$ cat src/rtl/keypad_pkg.sv
// Shared keypad matrix geometry, key-code types and the press-priority helper.
// Pure declarations: no state, no latency, no backpressure.
package keypad_pkg;

  localparam int ROWS   = 4;
  localparam int COLS   = 4;
  localparam int KEYS   = ROWS * COLS;
  localparam int CODE_W = 4;

  localparam logic [COLS-1:0] COL_RESET = 4'b1110;

  typedef logic [KEYS-1:0]   key_map_t;
  typedef logic [CODE_W-1:0] key_code_t;

  // Lowest index wins when several keys appear in the same frame.
  function automatic key_code_t lowest_set(input key_map_t v);
    lowest_set = '0;
    for (int i = KEYS - 1; i >= 0; i--) begin
      if (v[i]) lowest_set = CODE_W'(i);
    end
  endfunction

endpackage

$ cat src/rtl/scan_tick_gen.sv
// Column-step strobe: one-cycle tick every CLK_HZ/SCAN_HZ cycles, first tick
// CLK_HZ/SCAN_HZ cycles after reset; free-running, no backpressure.
module scan_tick_gen #(
  parameter int CLK_HZ  = 100000000,
  parameter int SCAN_HZ = 1000
) (
  input  logic clk,
  input  logic rst,
  output logic tick
);

  localparam int DIV   = CLK_HZ / SCAN_HZ;
  localparam int CNT_W = (DIV > 1) ? $clog2(DIV) : 1;

  logic [CNT_W-1:0] cnt;

  assign tick = (cnt == CNT_W'(DIV - 1));

  always_ff @(posedge clk or posedge rst) begin
    if (rst) begin
      cnt <= '0;
    end else if (tick) begin
      cnt <= '0;
    end else begin
      cnt <= cnt + 1'b1;
    end
  end

endmodule

$ cat src/rtl/keypad_scanner.sv
// 4x4 active-low keypad scanner with whole-frame debounce; key_valid one cycle after the
// deciding frame end, no backpressure. Optional auto-repeat under `KEY_REPEAT_EN.
module keypad_scanner
  import keypad_pkg::*;
#(
  parameter int CLK_HZ          = 100000000,
  parameter int SCAN_HZ         = 1000,
  parameter int DEBOUNCE_FRAMES = 4,
  parameter int REPEAT_FRAMES   = 50
) (
  input  logic            clk,
  input  logic            rst,
  input  logic [ROWS-1:0] row_in,
  output logic [COLS-1:0] col_out,
  output key_code_t       key_code,
  output logic            key_valid,
  output key_map_t        key_map
);

  if (DEBOUNCE_FRAMES < 1 || DEBOUNCE_FRAMES > 15 || REPEAT_FRAMES < 1) begin : g_param_check
    $error("keypad_scanner: DEBOUNCE_FRAMES must be 1..15 and REPEAT_FRAMES >= 1");
  end

  logic [ROWS-1:0] row_s1, row_sync;
  logic [1:0]      col_idx;
  logic [3:0]      stable_cnt;
  key_map_t        snap, last_frame, frame, map_next, new_keys;
  logic            tick, frame_end, match, update, rpt_fire;

  scan_tick_gen #(.CLK_HZ(CLK_HZ), .SCAN_HZ(SCAN_HZ)) u_tick (
    .clk  (clk),
    .rst  (rst),
    .tick (tick)
  );

  always_comb begin
    frame = snap;
    frame[col_idx*ROWS +: ROWS] = ~row_sync;
    frame_end = tick && (col_idx == 2'(COLS - 1));
    match     = (frame == last_frame);
    update    = (DEBOUNCE_FRAMES == 1) ||
                (match && (int'(stable_cnt) >= DEBOUNCE_FRAMES - 2));
    map_next  = (frame_end && update) ? frame : key_map;
    new_keys  = map_next & ~key_map;
  end

`ifdef KEY_REPEAT_EN
  localparam int RPT_W = $clog2(2 * REPEAT_FRAMES + 1);

  logic [RPT_W-1:0] rpt_cnt;
  logic             single_key;

  always_comb begin
    single_key = (key_map != '0) && ((key_map & (key_map - 16'd1)) == '0);
    rpt_fire   = frame_end && (map_next == key_map) && single_key &&
                 (rpt_cnt == RPT_W'(2 * REPEAT_FRAMES - 1));
  end

  // After the first repeat the counter restarts half-way so later repeats come every period.
  always_ff @(posedge clk or posedge rst) begin
    if (rst) begin
      rpt_cnt <= '0;
    end else if (frame_end) begin
      if (map_next != key_map || !single_key) begin
        rpt_cnt <= '0;
      end else if (rpt_fire) begin
        rpt_cnt <= RPT_W'(REPEAT_FRAMES);
      end else begin
        rpt_cnt <= rpt_cnt + 1'b1;
      end
    end
  end
`else
  assign rpt_fire = 1'b0;
`endif

  always_ff @(posedge clk or posedge rst) begin
    if (rst) begin
      row_s1     <= '1;
      row_sync   <= '1;
      col_idx    <= '0;
      col_out    <= COL_RESET;
      snap       <= '0;
      last_frame <= '0;
      stable_cnt <= '0;
      key_map    <= '0;
      key_code   <= '0;
      key_valid  <= 1'b0;
    end else begin
      row_s1    <= row_in;
      row_sync  <= row_s1;
      key_valid <= 1'b0;
      if (tick) begin
        snap[col_idx*ROWS +: ROWS] <= ~row_sync;
        col_idx <= col_idx + 2'd1;
        col_out <= ~(4'b0001 << (col_idx + 2'd1));
      end
      if (frame_end) begin
        if (match) begin
          if (stable_cnt != 4'(DEBOUNCE_FRAMES - 1)) stable_cnt <= stable_cnt + 4'd1;
        end else begin
          stable_cnt <= '0;
          last_frame <= frame;
        end
        key_map <= map_next;
        if (new_keys != '0) begin
          key_valid <= 1'b1;
          key_code  <= lowest_set(new_keys);
        end else if (rpt_fire) begin
          key_valid <= 1'b1;
          key_code  <= lowest_set(key_map);
        end
      end
    end
  end

endmodule

$ cat config.mk
export PLATFORM = sky130hd
export DESIGN_NAME = keypad_scanner
export DESIGN_NICKNAME = d
export VERILOG_FILES = /design/src/rtl/keypad_pkg.sv /design/src/rtl/scan_tick_gen.sv /design/src/rtl/keypad_scanner.sv
export SDC_FILE = /design/constraint.sdc
export NUM_CORES = 1
export LEC_CHECK = 0
export CAP_MARGIN = 25
export CORE_MARGIN = 10
export CORE_UTILIZATION = 59
export CTS_CLUSTER_DIAMETER = 40
export DETAILED_ROUTE_END_ITERATION = 12
export PLACE_DENSITY = 0.87
export SLEW_MARGIN = 20
export SYNTH_ARGS = -nofsm -noshare
export SYNTH_HDL_FRONTEND = slang
export SYNTH_SLANG_ARGS = --single-unit
$ cat constraint.sdc
create_clock -name clk -period 3.9 [get_ports clk]
set_clock_uncertainty 0.15 [all_clocks]
set_input_delay 0.585 -clock clk [delete_from_list [all_inputs] [get_ports clk]]
set_output_delay 0.585 -clock clk [all_outputs]
set_load 0.1 [all_outputs]
# Yosys cells after proc, flatten, opt, wreduce, memory -nomap -nowiden

Index checks and enable logic that the tools add are counted.

Latch bits: 0
Register bits after elaboration: 88
Input bits: 6
Bits in read-only memories: 0
Memory bits (writable): 0
Memories: 0

Reduce and logical (&&, ||, !) cells: 7
Order comparisons: 1
Shift-type cells: 3
Equality and inequality tests: 5
Multiply operators: 0
Mux-type cells: 23
Divide/modulo/power cells: 0
Bitwise logic cells: 5
Add/subtract/negate cells: 4

Operators by type and width:

| kind                                                                                | count |
|---|---|
| 4-bit two-way mux                                                                   | 18 |
| 4-bit negator with 34-bit output                                                    | 1 |
| 4-bit by 34-bit variable shift with 16-bit output, first input constant             | 1 |
| 4-bit by 34-bit variable part select with 16-bit output                             | 1 |
| 17-bit by 1-bit adder with 17-bit output, second input constant                     | 1 |
| 17-bit equality test, second input constant                                         | 1 |
| 17-bit two-way mux                                                                  | 1 |
| 16-bit bitwise AND                                                                  | 1 |
| 16-bit bitwise mux                                                                  | 1 |
| 16-bit equality test                                                                | 1 |
| 16-bit two-way mux                                                                  | 1 |
| 16-bit NOT                                                                          | 1 |
| 16-bit nonzero test                                                                 | 1 |
| 4-bit NOT                                                                           | 2 |
| 2-bit AND reduction                                                                 | 3 |
| 4-bit by 1-bit adder with 4-bit output, second input constant                       | 1 |
| 4-bit by 2-bit greater-or-equal comparator with 1-bit output, second input constant | 1 |
| 4-bit by 2-bit != test with 1-bit output, second input constant                     | 1 |
| 1-bit by 2-bit left shift with 4-bit output, first input constant                   | 1 |
| 1-bit logical AND                                                                   | 3 |
| 2-bit by 1-bit adder with 2-bit output, second input constant                       | 1 |
| 2-bit equality test, second input constant                                          | 1 |
| 1-bit two-way mux                                                                   | 2 |
| 2-bit by 1-bit != test with 1-bit output, second input constant                     | 1 |
| 1-bit NOT                                                                           | 1 |

# Longest topological paths before layout

Gate-level depths: netlist of run 1.

Word-level depth: 24
Gate-level depth with buffers: 14

# Hierarchy

A second synthesis of run 1 with hierarchy kept.

Cell total of the unflattened synthesis: 453
Area, all modules: 4,819.6 µm²

By module, submodules not included:

| module         | instances | area an instance (µm²) | cells each |
|---|---|---|---|
| keypad_scanner | 1         | 3,993.8                | 378 |
| scan_tick_gen  | 1         | 825.8                  | 75 |

# Worst setup path before layout of run 1

Ideal clock, no wire load.

Path type: reg-to-reg
Start: reg col_idx[0]
End: reg key_map[11]
Required time: 3.622 ns
Setup slack: 0.762 ns
Cell stages (with the launch flop): 13
Setup time: 0.128 ns
Arrival: 2.859 ns
Clock period less this slack: 3.138 ns
Cells stage by stage: dfrtp_1 buf_4 buf_4 inv_1 ha_1 nand3b_2 o22a_1 a22o_1 nor4_1 and4_1 buf_6 nand2_4 mux2_1

Longest elaborated chain between the ends: 7

Ends and longest elaborated chain:

| item                                                                                                                         | line                  | RTL |
|---|---|---|
| from (decl)                                                                                                                  | keypad_scanner.sv:25  | `logic [1:0] col_idx;` |
| from (signal assigned)                                                                                                       | keypad_scanner.sv:95  | `col_idx <= col_idx + 2'd1;` |
| 4-bit negator with 34-bit output                                                                                             | keypad_scanner.sv:38  | `frame[col_idx*ROWS +: ROWS] = ~row_sync;` |
| 4-bit by 34-bit variable part select with 16-bit output or 4-bit by 34-bit variable shift with 16-bit output (tied branches) | keypad_scanner.sv:38  |  |
| 16-bit bitwise mux                                                                                                           | keypad_scanner.sv:38  |  |
| 16-bit equality test                                                                                                         | keypad_scanner.sv:40  | `match = (frame == last_frame);` |
| 1-bit logical AND                                                                                                            | keypad_scanner.sv:42  | `(match && (int'(stable_cnt) >= DEBOUNCE_FRAMES - 2));` |
| 1-bit logical AND                                                                                                            | keypad_scanner.sv:43  | `map_next = (frame_end && update) ? frame : key_map;` |
| 16-bit two-way mux                                                                                                           | keypad_scanner.sv:43  |  |
| to (signal assigned)                                                                                                         | keypad_scanner.sv:105 | `key_map <= map_next;` |
| to (decl)                                                                                                                    | keypad_scanner.sv:17  | `output key_map_t key_map` |

Parallel ways exist; a longest one is shown, timed or not.
A chain may end at the register's enable or synchronous reset.

# Worst setup path after layout of run 1

Start: reg col_idx[1]
End: reg last_frame[15]

Longest elaborated chain between the ends: 6

Ends and longest elaborated chain:

| item                                                                                                                         | line                  | RTL |
|---|---|---|
| 4-bit negator with 34-bit output                                                                                             | keypad_scanner.sv:38  |  |
| 4-bit by 34-bit variable part select with 16-bit output or 4-bit by 34-bit variable shift with 16-bit output (tied branches) | keypad_scanner.sv:38  |  |
| 16-bit bitwise mux                                                                                                           | keypad_scanner.sv:38  |  |
| 16-bit equality test                                                                                                         | keypad_scanner.sv:40  |  |
| 1-bit NOT (no line)                                                                                                          | -                     |  |
| 2-bit AND reduction (no line)                                                                                                | -                     |  |
| to (signal assigned)                                                                                                         | keypad_scanner.sv:103 | `last_frame <= frame;` |
| to (decl)                                                                                                                    | keypad_scanner.sv:27  | `key_map_t snap, last_frame, frame, map_next, new_keys;` |

Parallel ways exist; a longest one is shown, timed or not.

==> results.ini, run 1 <==
[yosys]
synth_seq_area_share_pct=49.7
synth_compound_gate_area_share_pct=12.7
synth_simple_gate_area_share_pct=15.9
synth.avg_cell_area_um2=10.4
yosysWarningCount=0
synth.area.mux_share_pct=9.82
synth-async-reset-ratio_pct=100
postSynth.topFlopCell=sky130_fd_sc_hd__dfrtp_1
syn-instance-count=428
syn_area_um2=4460
synth_fp_nets=442
synth_top_family_by_area=simple AND/OR/NAND/NOR gates
post_synth_xor_area_fraction_pct=5.11
postSynthRegisterBits=88
post_synth_edffs=0
adder_cell_fraction_of_synth_area_pct=2.25
synth_cell_types=64

[floorplan]
initial_standard_cell_utilization_of_the_core_pct=61.1
core.rowCount=31
core_area_um2=7290
die_height_um=107
floorplan_die_width_um=107
top_level_ports=31
fp.dieArea_um2=11400

[sta]
fin_setup_tns_ps=0
period_share_pct=91.1
setup_viol=0
timing.final.hold_violations=0
slew-limit-headroom_pct=32.4
hold-worst-slack_ps=199
unrepaired_setup_endpoints_after_global_routing=false
maxSlewViolCount=0
worst-slew-pin-transition_ps=1010
post-route-min-period_ps=3550
worst_slack_ps=348
max_clock_freq_ghz=0.282

[clock_tree]
cts-root-buf=sky130_fd_sc_hd__clkbuf_8
sinks_on_clock_net=88
cts_repair_resize_count=0
worst_skew_pair.late_latency_ps=360
cts_hold_buf=0
cts_inserted_buffers=9
cts.reportedPaths.clkPinSlew_ps=90
cts.path.max_buffers=2
cts-htree-levels=3
cts.repair_timing.setup_buffer_count=0
cts_tree=done

[placement]
portBuffers=30
place.detailed.hpwl_mm=7.25
finalWeightedCongestion=0.958
preCtsSetupSlack_ps=461

[worst_setup_path]
worstReg2RegStart=col_idx[1]
arrival_ps=3640
r2r_slack_ps=350
setup.worst_path.class=reg2reg
cp_top_family=simple AND/OR/NAND/NOR gates
crit_path_start_kind=flop
critical_path_buf_inv_count=1
crit_slowest_cell=sky130_fd_sc_hd__nor2_2
cp_cell_sequence=inv_1 > ha_1 > nor4b_1 > mux2i_1 > xnor2_1 > nor3_1 > and4_1 > nor2_2 > mux2_2
regToRegEndpoint=last_frame[15]
worstRegToRegCells=9
max_stage_delay_ps=600
required_time_of_the_worst_setup_path_ps=3990
critical_path.endpoint_type=flop
timing.critical_path.fanout_max=17

[pwr]
total_power_mw=1.74
vdd_ir_drop_max_uv=217
cellPowerDensity_nw_per_um2=338
total_leakage_power_nw=2.35

[drt]
first_iter_violations=238
finalWirelength_mm=10.1
drt_pass1_iterations=5
drt-vias-per-instance=5.93
detailroute.via_count=3378
post-route-drc-count=0
route.antenna.remaining_nets=0
drt-wirelength-per-cell_um=17.7

[finish]
syn2layout_area_growth_pct=15.2
n_antenna_cell=0
layout-drive-gt1-share_pct=12.7
finalCoreUtilization_pct=70.5
final_cell_mix=sky130_fd_sc_hd__dfrtp_1, sky130_fd_sc_hd__nor2_1, sky130_fd_sc_hd__clkdlybuf4s50_1
mostFrequentLayoutCell=sky130_fd_sc_hd__dfrtp_1
num-nets-final=480
filler_cell_count=555

[grt]
grtUsageTotal_pct=18.6
number_of_antenna_violations_at_the_first_check_in_global_routing=0
first_global_vias=3429
grt_pass1_wl_mm=17.1
gr-total-overflow=0
largest_net_degree_at_the_start_of_global_routing=51

[status]
outcome=finished, final reports clean

[min_path]
hold_path.startpoint=row_s1[1]
worst_hold_path.num_cells=0
hp_class=reg2reg
min_to=row_sync[1]

[run]
maxCapViolations=0

[routing by layer]
metal | vias to the layer above | wire length [um] | GRT usage (%)
li1 | 1583 | - | -
met2 | 126 | 4840 | 30.3
met4 | 0 | 300 | 7.93
met5 | - | 0 | 0
met1 | 1648 | 4250 | 22.9
met3 | 21 | 704 | 4.67
[layout make-up]
| cell class | count | area (um2) | area share, % |
|---|---|---|---|
| sequential | 88 | 2220 | 43.1 |
| multi-input combinational | 296 | 2040 | 39.7 |
| timing repair buffer | 45 | 413 | 8.04 |
| clock buffer | 11 | 141 | 2.75 |
| tap | 99 | 124 | 2.41 |
| clock inverter | 5 | 104 | 2.02 |
| inverter | 26 | 98.8 | 1.92 |
[synth_stat cells, types with 3 or more instances]
cell type | instances | share of area [%]
sky130_fd_sc_hd__dfstp_2 | 11 | 6.5
sky130_fd_sc_hd__inv_1 | 26 | 2.2
sky130_fd_sc_hd__a31oi_1 | 4 | 0.56
sky130_fd_sc_hd__and4_1 | 3 | 0.59
sky130_fd_sc_hd__mux2i_1 | 23 | 5.2
sky130_fd_sc_hd__clkbuf_1 | 8 | 0.67
sky130_fd_sc_hd__a21oi_1 | 23 | 2.6
sky130_fd_sc_hd__nand2_1 | 22 | 1.9
sky130_fd_sc_hd__nor2b_1 | 8 | 1.1
sky130_fd_sc_hd__o31ai_1 | 3 | 0.51
sky130_fd_sc_hd__mux2_2 | 5 | 1.3
sky130_fd_sc_hd__mux2_1 | 11 | 2.8
sky130_fd_sc_hd__nor3_1 | 10 | 1.1
sky130_fd_sc_hd__a22o_1 | 3 | 0.59
sky130_fd_sc_hd__ha_1 | 8 | 2.2
sky130_fd_sc_hd__o21a_1 | 3 | 0.51
sky130_fd_sc_hd__a21o_1 | 3 | 0.51
sky130_fd_sc_hd__nor4_1 | 6 | 0.84
sky130_fd_sc_hd__xor2_1 | 9 | 1.8
sky130_fd_sc_hd__buf_2 | 3 | 0.34
sky130_fd_sc_hd__o21ai_0 | 12 | 1.3
sky130_fd_sc_hd__nand3_1 | 9 | 1.0
sky130_fd_sc_hd__nor2_1 | 46 | 3.9
sky130_fd_sc_hd__buf_6 | 3 | 0.76
sky130_fd_sc_hd__nand2b_1 | 11 | 1.5
sky130_fd_sc_hd__xnor2_1 | 17 | 3.3
sky130_fd_sc_hd__dfrtp_1 | 77 | 43
sky130_fd_sc_hd__o22ai_1 | 12 | 1.7
sky130_fd_sc_hd__buf_4 | 3 | 0.51
sky130_fd_sc_hd__o211ai_1 | 3 | 0.51
[stage by stage]
stage,instances,area [um2]
2_1_floorplan,428,4460
3_3_place_gp,554,4890
3_5_place_dp,554,4890
4_1_cts,570,5140
5_1_grt,570,5140
6_report,570,5140
[sequential cells by signal, summed over array words and instances, names as in the netlist]
name        flops
col_idx         2
stable_cnt      4
key_map        16
row_s1          4
row_sync        4
snap           16
key_code        4
u_tick.cnt     17
key_valid       1
col_out         4
last_frame     16
[report_power, final]
group / total (mW) / switching (mW) / internal, mW
clock: 0.767 / 0.323 / 0.444
combinational: 0.0454 / 0.0304 / 0.0150
sequential: 0.924 / 0.00472 / 0.919
total: 1.74 / 0.358 / 1.38
[worst max-delay path by stage]
stage | from | endpoint | slack (ps) | cells after the start
after floorplan | col_idx[0] | key_map[11] | 760 | 12
after global placement | col_idx[0] | last_frame[14] | 590 | 9
after detailed placement | col_idx[1] | last_frame[15] | 460 | 8
after CTS | col_idx[1] | last_frame[15] | 410 | 9
after global routing | col_idx[1] | last_frame[14] | 40 | 9
final | col_idx[1] | last_frame[15] | 350 | 9
[cell families after synthesis]
family                   count (synthesis)
AND/OR/NAND/NOR                        136
flip-flops                              88
AO/OA/AOI/OAI                           85
buffers and inverters                   44
multiplexers                            41
XOR/XNOR                                26
adder cells (fa/ha/maj)                  8
Note: power is estimated with default switching activity, not from simulation.
==> run 2: changes to the inputs <==
--- a/config.mk
+++ b/config.mk
@@ -5,6 +5,7 @@
 export SDC_FILE = /design/constraint.sdc
 export NUM_CORES = 1
 export LEC_CHECK = 0
+export ABC_AREA = 1
 export CAP_MARGIN = 25
 export CORE_MARGIN = 10
 export CORE_UTILIZATION = 59
==> results.ini, run 2 <==
[yosys]
synth-async-reset-ratio_pct=100  ; unchanged
post-synth-top-area-fraction_pct=41.6  ; -1.7 points
syn-instance-count=622  ; +45%
post_synth_edffs=0  ; unchanged
syn_area_um2=4640  ; +4.0%
synth_fp_nets=636  ; +44%
netlist_top_cells_count=sky130_fd_sc_hd__nand2_1, sky130_fd_sc_hd__inv_1, sky130_fd_sc_hd__dfrtp_1, sky130_fd_sc_hd__nor2_1, sky130_fd_sc_hd__nand3_1
postSynth.topFlopCell=sky130_fd_sc_hd__dfrtp_1
synth_cell_types=35  ; -45%
synth_seq_area_share_pct=47.8  ; -1.9 points
post-synth-top-count-cell=sky130_fd_sc_hd__nand2_1
synth.top_cells.by_area=sky130_fd_sc_hd__dfrtp_1, sky130_fd_sc_hd__nand2_1, sky130_fd_sc_hd__inv_1
yosysWarningCount=0  ; unchanged
synth.avg_cell_area_um2=7.45  ; -28%
postSynthRegisterBits=88  ; unchanged
post-synth-top-area-cell=sky130_fd_sc_hd__dfrtp_1

[clock_tree]
cts.path.max_buffers=2  ; unchanged
cts_inserted_buffers=9  ; unchanged
cts-htree-levels=3  ; unchanged
sinks_on_clock_net=88  ; unchanged
cts-root-buf=sky130_fd_sc_hd__clkbuf_8
cts_tree=done
cts_hold_buf=0  ; unchanged
worst_skew_pair.late_latency_ps=380  ; +20 ps
cts.reportedPaths.clkPinSlew_ps=90  ; about the same

[worst_setup_path]
critical_path_buf_inv_count=3  ; +2
cp_top_family=simple AND/OR/NAND/NOR gates
cp_cell_sequence=buf_4 > ha_1 > inv_4 > nor2_2 > nand3_1 > nand2_1 > nand2_1 > nand2_1 > nor2_2 > nand3_1 > nor2_4 > inv_2 > nor3_4 > o21ai_1 > nand2_1 > nand2_1 > nor2_1 > nand2_1 > nor4_4 > a21oi_1 > nand2_1 > nand2_1
max_stage_delay_ps=400  ; -200 ps
critical_path.endpoint_type=flop
arrival_ps=3770  ; +130 ps
setup.worst_path.class=reg2reg
required_time_of_the_worst_setup_path_ps=4020  ; +30 ps
timing.critical_path.fanout_max=12  ; -5
crit_path_start_kind=flop
crit_slowest_cell=sky130_fd_sc_hd__dfrtp_1
crit_top_cell=sky130_fd_sc_hd__nand2_1

[drt]
drt_pass1_iterations=6  ; +1
detailroute.via_count=4280  ; +27%
drt-wirelength-per-cell_um=14.9  ; -16%
route.antenna.remaining_nets=0  ; unchanged
first_iter_violations=368  ; +55%
finalWirelength_mm=11.6  ; +14%
post-route-drc-count=0  ; unchanged
drt-vias-per-instance=5.54  ; -6.6%

[min_path]
hp_class=reg2reg

[grt]
grt_pass1_wl_mm=19.5  ; +14%
largest_net_degree_at_the_start_of_global_routing=55  ; +7.8%
number_of_antenna_violations_at_the_first_check_in_global_routing=0  ; unchanged
gr-total-overflow=0  ; unchanged
first_global_vias=4180  ; +22%
grtUsageTotal_pct=20.5  ; +1.9 points

[placement]
finalWeightedCongestion=0.900  ; -6.0%
place.detailed.hpwl_mm=8.38  ; +16%
placed_cell_area_um2=5080  ; +3.9%
portBuffers=30  ; unchanged

[finish]
finish.instance_area_um2=5410  ; +5.3%
syn2layout_area_growth_pct=16.7
layout-drive-gt1-share_pct=10.7  ; -2.0 points
registers.top_by_ff_count=u_tick.cnt
n_antenna_cell=0  ; unchanged
filler_cell_count=588  ; +5.9%
num-nets-final=680  ; +42%
mostFrequentLayoutCell=sky130_fd_sc_hd__nand2_1
largest_register_ffs=17  ; unchanged
final_cell_mix=sky130_fd_sc_hd__nand2_1, sky130_fd_sc_hd__inv_1, sky130_fd_sc_hd__dfrtp_1

[sta]
maxSlewViolCount=0  ; unchanged
fin_setup_tns_ps=0  ; unchanged
period_share_pct=93.6  ; +2.5 points
post-route-min-period_ps=3650  ; +97.2 ps
setup_viol=0  ; unchanged
max_clock_freq_ghz=0.274  ; -2.7%
worst-slew-pin-transition_ps=994  ; -17.1 ps
slew-limit-headroom_pct=33.5  ; +1.1 points
timing.final.hold_violations=0  ; unchanged

[floorplan]
core_area_um2=7690  ; +5.4%
floorplan_die_width_um=109  ; +1.6%
die_height_um=109  ; +1.6%
top_level_ports=31  ; unchanged
fp.dieArea_um2=11800  ; +3.2%
initial_standard_cell_utilization_of_the_core_pct=60.3  ; -0.83 points
core.rowCount=32  ; +3.2%

[pwr]
cellPowerDensity_nw_per_um2=294  ; -13%
vdd_ir_drop_max_uv=199  ; -8.0%
total_leakage_power_nw=2.70  ; +15%
total_power_mw=1.59  ; -8.4%

[status]
outcome=finished, final reports clean

[run]
maxCapViolations=0  ; unchanged

-- run 2: cell count changes after synthesis, sizes merged, moves of 14 or more --
| cell | previous run | this run |
|---|---|---|
| nand2 | 23 | 199 |
| xnor2 | 17 | 1 |
| nand3 | 9 | 52 |
| nor2 | 48 | 72 |
| mux2 | 16 | 0 |
| o21ai | 12 | 43 |
| a21oi | 23 | 9 |
| mux2i | 25 | 0 |
| inv | 26 | 86 |
-- run 2: kinds of logic after synthesis --
kind of cell,share of synthesized area [%]
AOI/OAI and AO/OA,9.26
and+or+nand+nor,31.8
xor gates and xnor gates,0.756
buffers and inverters,8.23
DFF,47.8
adders and majority gates,2.16
-- run 2: worst reg2reg max path, cell delays in order (launching register included) --
cell                      delay [ps]
sky130_fd_sc_hd__dfrtp_1         400
sky130_fd_sc_hd__buf_4           200
sky130_fd_sc_hd__ha_1            240
sky130_fd_sc_hd__inv_4           120
sky130_fd_sc_hd__nor2_2           80
sky130_fd_sc_hd__nand3_1         150
sky130_fd_sc_hd__nand2_1         140
sky130_fd_sc_hd__nand2_1          80
sky130_fd_sc_hd__nand2_1          70
sky130_fd_sc_hd__nor2_2          140
sky130_fd_sc_hd__nand3_1         130
sky130_fd_sc_hd__nor2_4          160
sky130_fd_sc_hd__inv_2            80
sky130_fd_sc_hd__nor3_4          290
sky130_fd_sc_hd__o21ai_1         120
sky130_fd_sc_hd__nand2_1         100
sky130_fd_sc_hd__nand2_1          80
sky130_fd_sc_hd__nor2_1          160
sky130_fd_sc_hd__nand2_1         130
sky130_fd_sc_hd__nor4_4          340
sky130_fd_sc_hd__a21oi_1          70
sky130_fd_sc_hd__nand2_1          80
sky130_fd_sc_hd__nand2_1          50
-- run 2: final timing paths --
check	startpoint	endpoint	slack, ps	cells past startpoint
worst max register to register	col_idx[0]	key_code[0]	250	22
worst min-delay path	row_s1[0]	row_sync[0]	210	0
min in group asynchronous	rst	u_tick.cnt[2]	310	2
max in group asynchronous	rst	row_sync[3]	2730	3
worst min register to register	row_s1[0]	row_sync[0]	210	0
worst max-delay path	col_idx[0]	key_code[0]	250	22
-- run 2: layout make-up --
class                      instances  area, um2  share of cell area (%)
multi-input combinational        436       2110                    39.1
inverter                          87        330                    6.10
clock buffer                      13        169                    3.12
tap                              102        128                    2.36
sequential                        88       2220                    40.9
timing repair buffer              44        430                    7.95
clock inverter                     3       25.0                   0.462
-- run 2: per-layer routing --
metal	GRT usage, %	vias up	wire length [um]
met1	25.1	2028	4810
met3	3.78	38	633
met2	34.4	137	5750
met5	0	-	0
li1	-	2077	-
met4	9.32	0	365
-- run 2: metrics by stage --
step | util (%) | hold WS (ps) | cells | setup WS, ps
floorplan | - | 195 | 622 | 676
global placement | 66.1 | 195 | 751 | 356
detailed placement | 66.1 | 197 | 751 | 128
CTS | 68.6 | 208 | 767 | 106
global route | 70.4 | 213 | 773 | -24.0
finish | 70.4 | 209 | 773 | 251
-- run 2: power breakdown --
| part | internal (mW) | switching, mW | leakage (nW) | total (mW) |
|---|---|---|---|---|
| sequential | 0.919 | 0.00230 | 1.18 | 0.922 |
| combinational | 0.0129 | 0.0292 | 1.42 | 0.0421 |
| clock | 0.287 | 0.340 | 0.0958 | 0.626 |
-- run 2: timing repair --
item | CTS | global route
setup endpoints to repair | 0 | 4
resized for setup | 0 | 20
buffers inserted | 0 | 5
==> run 3: changes to the inputs <==
--- a/config.mk
+++ b/config.mk
@@ -11,6 +11,7 @@
 export CORE_UTILIZATION = 59
 export CTS_CLUSTER_DIAMETER = 40
 export DETAILED_ROUTE_END_ITERATION = 12
+export GPL_TIMING_DRIVEN = 0
 export PLACE_DENSITY = 0.87
 export SLEW_MARGIN = 20
 export SYNTH_ARGS = -nofsm -noshare
==> constraint.sdc (replaced) <==
create_clock -name clk -period 4.16 [get_ports clk]
set_clock_uncertainty 0.15 [all_clocks]
set_input_delay 0.624 -clock clk [delete_from_list [all_inputs] [get_ports clk]]
set_output_delay 0.624 -clock clk [all_outputs]
set_load 0.1 [all_outputs]
==> results.ini, run 3 (synthesized netlist as in run 2, its figures left out) <==
[clock_tree]
sinks_on_clock_net=88  ; unchanged
worst_skew_pair.late_latency_ps=360  ; -20 ps
cts_hold_buf=0  ; unchanged
cts_inserted_buffers=9  ; unchanged
cts.path.max_buffers=2  ; unchanged
cts.reportedPaths.clkPinSlew_ps=80  ; about the same
cts_tree=done
cts-root-buf=sky130_fd_sc_hd__clkbuf_8
cts-htree-levels=3  ; unchanged

[finish]
layoutNonFillerInstCount=771  ; -0.26%
num-nets-final=678  ; -0.29%
mostFrequentLayoutCell=sky130_fd_sc_hd__nand2_1
finalCoreUtilization_pct=69.0  ; -1.4 points
filler_cell_count=622  ; +5.8%
registers.top_by_ff_count=u_tick.cnt
largest_register_ffs=17  ; unchanged
final_cell_mix=sky130_fd_sc_hd__nand2_1, sky130_fd_sc_hd__inv_1, sky130_fd_sc_hd__dfrtp_1
layout-drive-gt1-share_pct=7.92  ; -2.8 points
syn2layout_area_growth_pct=14.4
n_antenna_cell=0  ; unchanged

[sta]
worst-slew-pin-transition_ps=995  ; +0.603 ps
max_clock_freq_ghz=0.265  ; -3.1%
maxSlewViolCount=0  ; unchanged
slew-limit-headroom_pct=33.5  ; -0.040 points
fin_setup_tns_ps=0  ; unchanged
post-route-min-period_ps=3770  ; +117 ps
worst_slack_ps=393  ; +143 ps
timing.final.hold_violations=0  ; unchanged
unrepaired_setup_endpoints_after_global_routing=true
setup_viol=0  ; unchanged
period_share_pct=90.5  ; -3.0 points

[grt]
number_of_antenna_violations_at_the_first_check_in_global_routing=0  ; unchanged
largest_net_degree_at_the_start_of_global_routing=48  ; -13%
grtUsageTotal_pct=19.9  ; -0.56 points
gr-total-overflow=0  ; unchanged
grt_pass1_wl_mm=19.1  ; -2.2%
gr-max-usage-layer=met2
met2_capacity_usage_during_global_routing_pct=35.0  ; +0.52 points
first_global_vias=4166  ; -0.33%
gr-usage-met1_pct=24.1  ; -1.0 points
grt.met3_usage_pct=4.25  ; +0.47 points

[drt]
drt-wirelength-per-cell_um=14.5  ; -3.2%
route.antenna.remaining_nets=0  ; unchanged
detailroute.via_count=4163  ; -2.7%
first_iter_violations=287  ; -22%
drt-vias-per-instance=5.40  ; -2.5%
finalWirelength_mm=11.2  ; -3.5%
drt_pass1_iterations=5  ; -1
post-route-drc-count=0  ; unchanged

[worst_setup_path]
worstReg2RegStart=col_idx[0]
setup.worst_path.class=reg2reg
required_time_of_the_worst_setup_path_ps=4260  ; +240 ps
worstSetupEndpoint=key_code[0]
arrival_ps=3870  ; +100 ps
crit_path_start_kind=flop
crit_slowest_cell=sky130_fd_sc_hd__dfrtp_1
regToRegEndpoint=key_code[0]
setup.worst_path.start=col_idx[0]
critical_path_buf_inv_count=6  ; +3
worstRegToRegCells=26  ; +18%
max_stage_delay_ps=430  ; +30 ps
cp_top_family=simple AND/OR/NAND/NOR gates
timing.critical_path.fanout_max=10  ; -2
timing.critical_path.depth=26  ; +18%
r2r_slack_ps=390  ; +140 ps
crit_top_cell=sky130_fd_sc_hd__nand2_1
critical_path.endpoint_type=flop

[floorplan]
initial_standard_cell_utilization_of_the_core_pct=60.3  ; unchanged
core_area_um2=7690  ; unchanged
core.rowCount=32  ; unchanged
floorplan_die_width_um=109  ; unchanged
die_height_um=109  ; unchanged
top_level_ports=31  ; unchanged
fp.dieArea_um2=11800  ; unchanged

[run]
maxCapViolations=0  ; unchanged

[pwr]
total_leakage_power_nw=2.66  ; -1.5%
vdd_ir_drop_max_uv=186  ; -6.6%
cellPowerDensity_nw_per_um2=281  ; -4.4%

[placement]
preCtsSetupSlack_ps=349  ; +220 ps
finalWeightedCongestion=0.905  ; +0.53%
portBuffers=30  ; unchanged
dpl_cells=755  ; +0.53%
place.detailed.hpwl_mm=8.40  ; +0.25%

[min_path]
hp_class=reg2reg

[status]
outcome=finished, final reports clean

run 3: area by class of cell:
cell class,count,area [um2],share of cell area [%]
timing repair buffer,31,328,6.18
multi-input combinational,436,2050,38.6
buffer,11,55.1,1.04
clock buffer,13,180,3.40
clock inverter,3,22.5,0.425
inverter,87,329,6.20
tap,102,128,2.41
sequential,88,2220,41.8
run 3: how the worst min path moves through the flow:
stage                     startpoint     endpoint  slack (ps)  cells after the start
after floorplan            row_s1[0]  row_sync[0]         200                      0
after global placement     row_s1[3]  row_sync[3]         200                      0
after detailed placement   row_s1[1]  row_sync[1]         200                      0
after CTS                  row_s1[1]  row_sync[1]         210                      0
after global routing       row_s1[3]  row_sync[3]         210                      0
final                      row_s1[1]  row_sync[1]         210                      0
run 3: what timing repair did:
action                     in CTS  in global routing
setup buffers                   0                  0
gates resized for setup         0                  2
setup endpoints to repair       0                  2
run 3: metal layers:
| layer | vias to the layer above | routed length, um |
|---|---|---|
| met5 | - | 0 |
| li1 | 2069 | - |
| met3 | 18 | 607 |
| met1 | 1943 | 4700 |
| met4 | 0 | 190 |
| met2 | 133 | 5650 |
run 3: through the flow:
step / cell area [um2] / hold slack [ps] / power (mW)
after global routing: 5310 / 212 / 1.54
after floorplan: 4640 / 195 / 0.902
after detailed placement: 5090 / 197 / 0.919
after global placement: 5060 / 196 / 0.915
after CTS: 5300 / 209 / 1.50
final: 5310 / 208 / 1.49
run 3: power breakdown:
part / switching [mW] / total, mW / leakage (nW) / internal [mW]
logic: 0.0272 / 0.0381 / 1.39 / 0.0109
registers: 0.00163 / 0.863 / 1.18 / 0.862
clock network: 0.302 / 0.589 / 0.0930 / 0.287
==> RTL edit (config.mk and constraints of run 3) <==
Put one more register stage on the output `col_out`, cleared by the reset. The value now appears one clock later. The other outputs are not delayed to match.
--- a/src/rtl/keypad_scanner.sv
+++ b/src/rtl/keypad_scanner.sv
@@ -16,6 +16,8 @@
   output logic            key_valid,
   output key_map_t        key_map
 );
+
+  logic [COLS-1:0] col_s0;
 
   if (DEBOUNCE_FRAMES < 1 || DEBOUNCE_FRAMES > 15 || REPEAT_FRAMES < 1) begin : g_param_check
     $error("keypad_scanner: DEBOUNCE_FRAMES must be 1..15 and REPEAT_FRAMES >= 1");
@@ -79,7 +81,7 @@
       row_s1     <= '1;
       row_sync   <= '1;
       col_idx    <= '0;
-      col_out    <= COL_RESET;
+      col_s0     <= COL_RESET;
       snap       <= '0;
       last_frame <= '0;
       stable_cnt <= '0;
@@ -93,7 +95,7 @@
       if (tick) begin
         snap[col_idx*ROWS +: ROWS] <= ~row_sync;
         col_idx <= col_idx + 2'd1;
-        col_out <= ~(4'b0001 << (col_idx + 2'd1));
+        col_s0 <= ~(4'b0001 << (col_idx + 2'd1));
       end
       if (frame_end) begin
         if (match) begin
@@ -114,5 +116,13 @@
     end
   end
 
+  always_ff @(posedge clk or posedge rst) begin
+    if (rst) begin
+      col_out <= '0;
+    end else begin
+      col_out <= col_s0;
+    end
+  end
+
 endmodule
 
Behaviour: not the same (Yosys sat finds a counterexample within 4 cycles, from zero or initial values and one cycle with rst high).
==> RTL edit against run 3 <==
  * Sequential share of layout area rose by 0.80 points
  * Wire length fell by 0.71%
  * Sequential cell count rose by 4
  * Final area rose by 2.5%
  * Non-clock buffer count rose by 1
  * Power fell by 2.5%
  * Critical path depth fell by 2
  * Setup slack got worse by 0.057 ns
  * Core utilization rose by 0.67 points
  * First-iteration DRC count fell by 6.3%
  * Area after synthesis rose by 3.6%
  * Fmax fell by 1.5%
  * Largest cell class unchanged
==> RTL edit: results <==
[synthesis]
synth_nets = 647
synth_cells = 633
synthTopCellsByCount = "nand2_1, inv_1, dfrtp_1, nor2_1, o21ai_0"
seq_area_frac_synth = 0.4823
synth.distinct_cells = 39
synth.area.top_cells = "dfrtp_1, nand2_1, inv_1"

[cells_and_area]
n_fill_cell = 628
final_nets = 690
drive_gt1_frac = 0.07930
final_cells = 783

[critical_path]
cp_slowest_cell = "ha_1"
critical_path_arrival_ns = 3.93
r2r_slack_ns = 0.34
reg2reg_depth = 24

[placed_design]
place_congestion = 0.8597
dp_hpwl_mm = 8.467
pre_cts_ws_ns = 0.2342
dp_cells = 766

[global_routing]
grt_first_pass_wirelength_mm = 18.99
track_usage = 0.1951
grt_pass1_vias = 4151

[route]
drt_iter0_markers = 269
viasPerCell = 5.490

[clock_network]
clock_latency_ns = 0.36

[timing]
max_clock_freq_mhz = 261.5
whs_ns = 0.2124
slew_headroom = 0.3390

[pwr]
p_leak_nw = 2.736
ir_worst_vdd_uv = 155.8

[outcome]
status = "complete, no violations"
==> RTL edit: through the flow <==
stage          instance area, sq um  TNS, ns    util
2_1_floorplan                  4802        0       -
3_3_place_gp                   5230   -25.09  0.6699
3_5_place_dp                   5260        0  0.6737
4_1_cts                        5415        0  0.6936
5_1_grt                        5440        0  0.6968
6_report                       5440        0  0.6968
==> RTL edit: timing repair <==
item | 4_1_cts | 5_1_grt
hold endpoints to repair | 0 | 0
resized for setup | 0 | 2
setup buffers | 0 | 1
setup endpoints to repair | 0 | 3
==> RTL edit: area by class of cell <==
| type | count | area (sq um) | share of cell area |
|---|---|---|---|
| Buffer | 11 | 56.30 | 0.01035 |
| Clock buffer | 14 | 142.6 | 0.02622 |
| Clock inverter | 2 | 12.51 | 0.002300 |
| Inverter | 97 | 367.9 | 0.06762 |
| Multi-Input combinational cell | 433 | 2069 | 0.3804 |
| Sequential cell | 92 | 2316 | 0.4257 |
| Tap cell | 102 | 127.6 | 0.02346 |
| Timing Repair Buffer | 32 | 347.8 | 0.06394 |
==> RTL edit: worst register-to-register path, stage by stage, from the launching register on <==
cell,delay (ns)
dfrtp_1,0.39
buf_6,0.16
clkinv_2,0.13
ha_1,0.43
nor2_2,0.22
nand3_1,0.17
nand2_1,0.20
nand2_1,0.07
nand2_1,0.09
inv_1,0.05
nand2_1,0.06
nor2_1,0.04
nand2_1,0.09
nor2_4,0.06
inv_2,0.09
nor3_4,0.05
buf_12,0.17
buf_6,0.14
nand2_1,0.08
nor2_1,0.04
a31oi_1,0.24
nand4_1,0.16
or2_2,0.32
nand3_1,0.08
nand2_1,0.05
==> RTL edit: kinds of logic after synthesis <==
kind of cell / after synthesis / share of synthesized area
buffers and inverters: 108 / 0.08780
AO/OA/AOI/OAI: 74 / 0.08520
AND/OR/NAND/NOR: 346 / 0.3148
XOR/XNOR: 5 / 0.009121
adder cells (fa/ha/maj): 8 / 0.02085
flip-flops: 92 / 0.4823
==> RTL edit: power by group <==
group / internal (mW) / leakage (nW) / switching, mW
sequential: 0.901 / 1.23 / 0.00181
clock: 0.218 / 0.0747 / 0.297
combinational: 0.00979 / 1.43 / 0.0259
==> RTL edit: per-layer routing <==
| metal | track usage | routed length [microns] |
|---|---|---|
| met1 | 0.2443 | 4650 |
| met2 | 0.3256 | 5449 |
| met3 | 0.03656 | 686 |
| met4 | 0.08073 | 285 |
| met5 | 0 | 0 |
==> RTL edit: final timing paths <==
check	from	endpoint
min reg2reg	row_s1[1]	row_sync[1]
min	row_s1[1]	row_sync[1]
max in group asynchronous	rst	row_sync[2]
min in group asynchronous	rst	last_frame[8]
max	col_idx[0]	key_code[1]
max reg2reg	col_idx[0]	key_code[1]
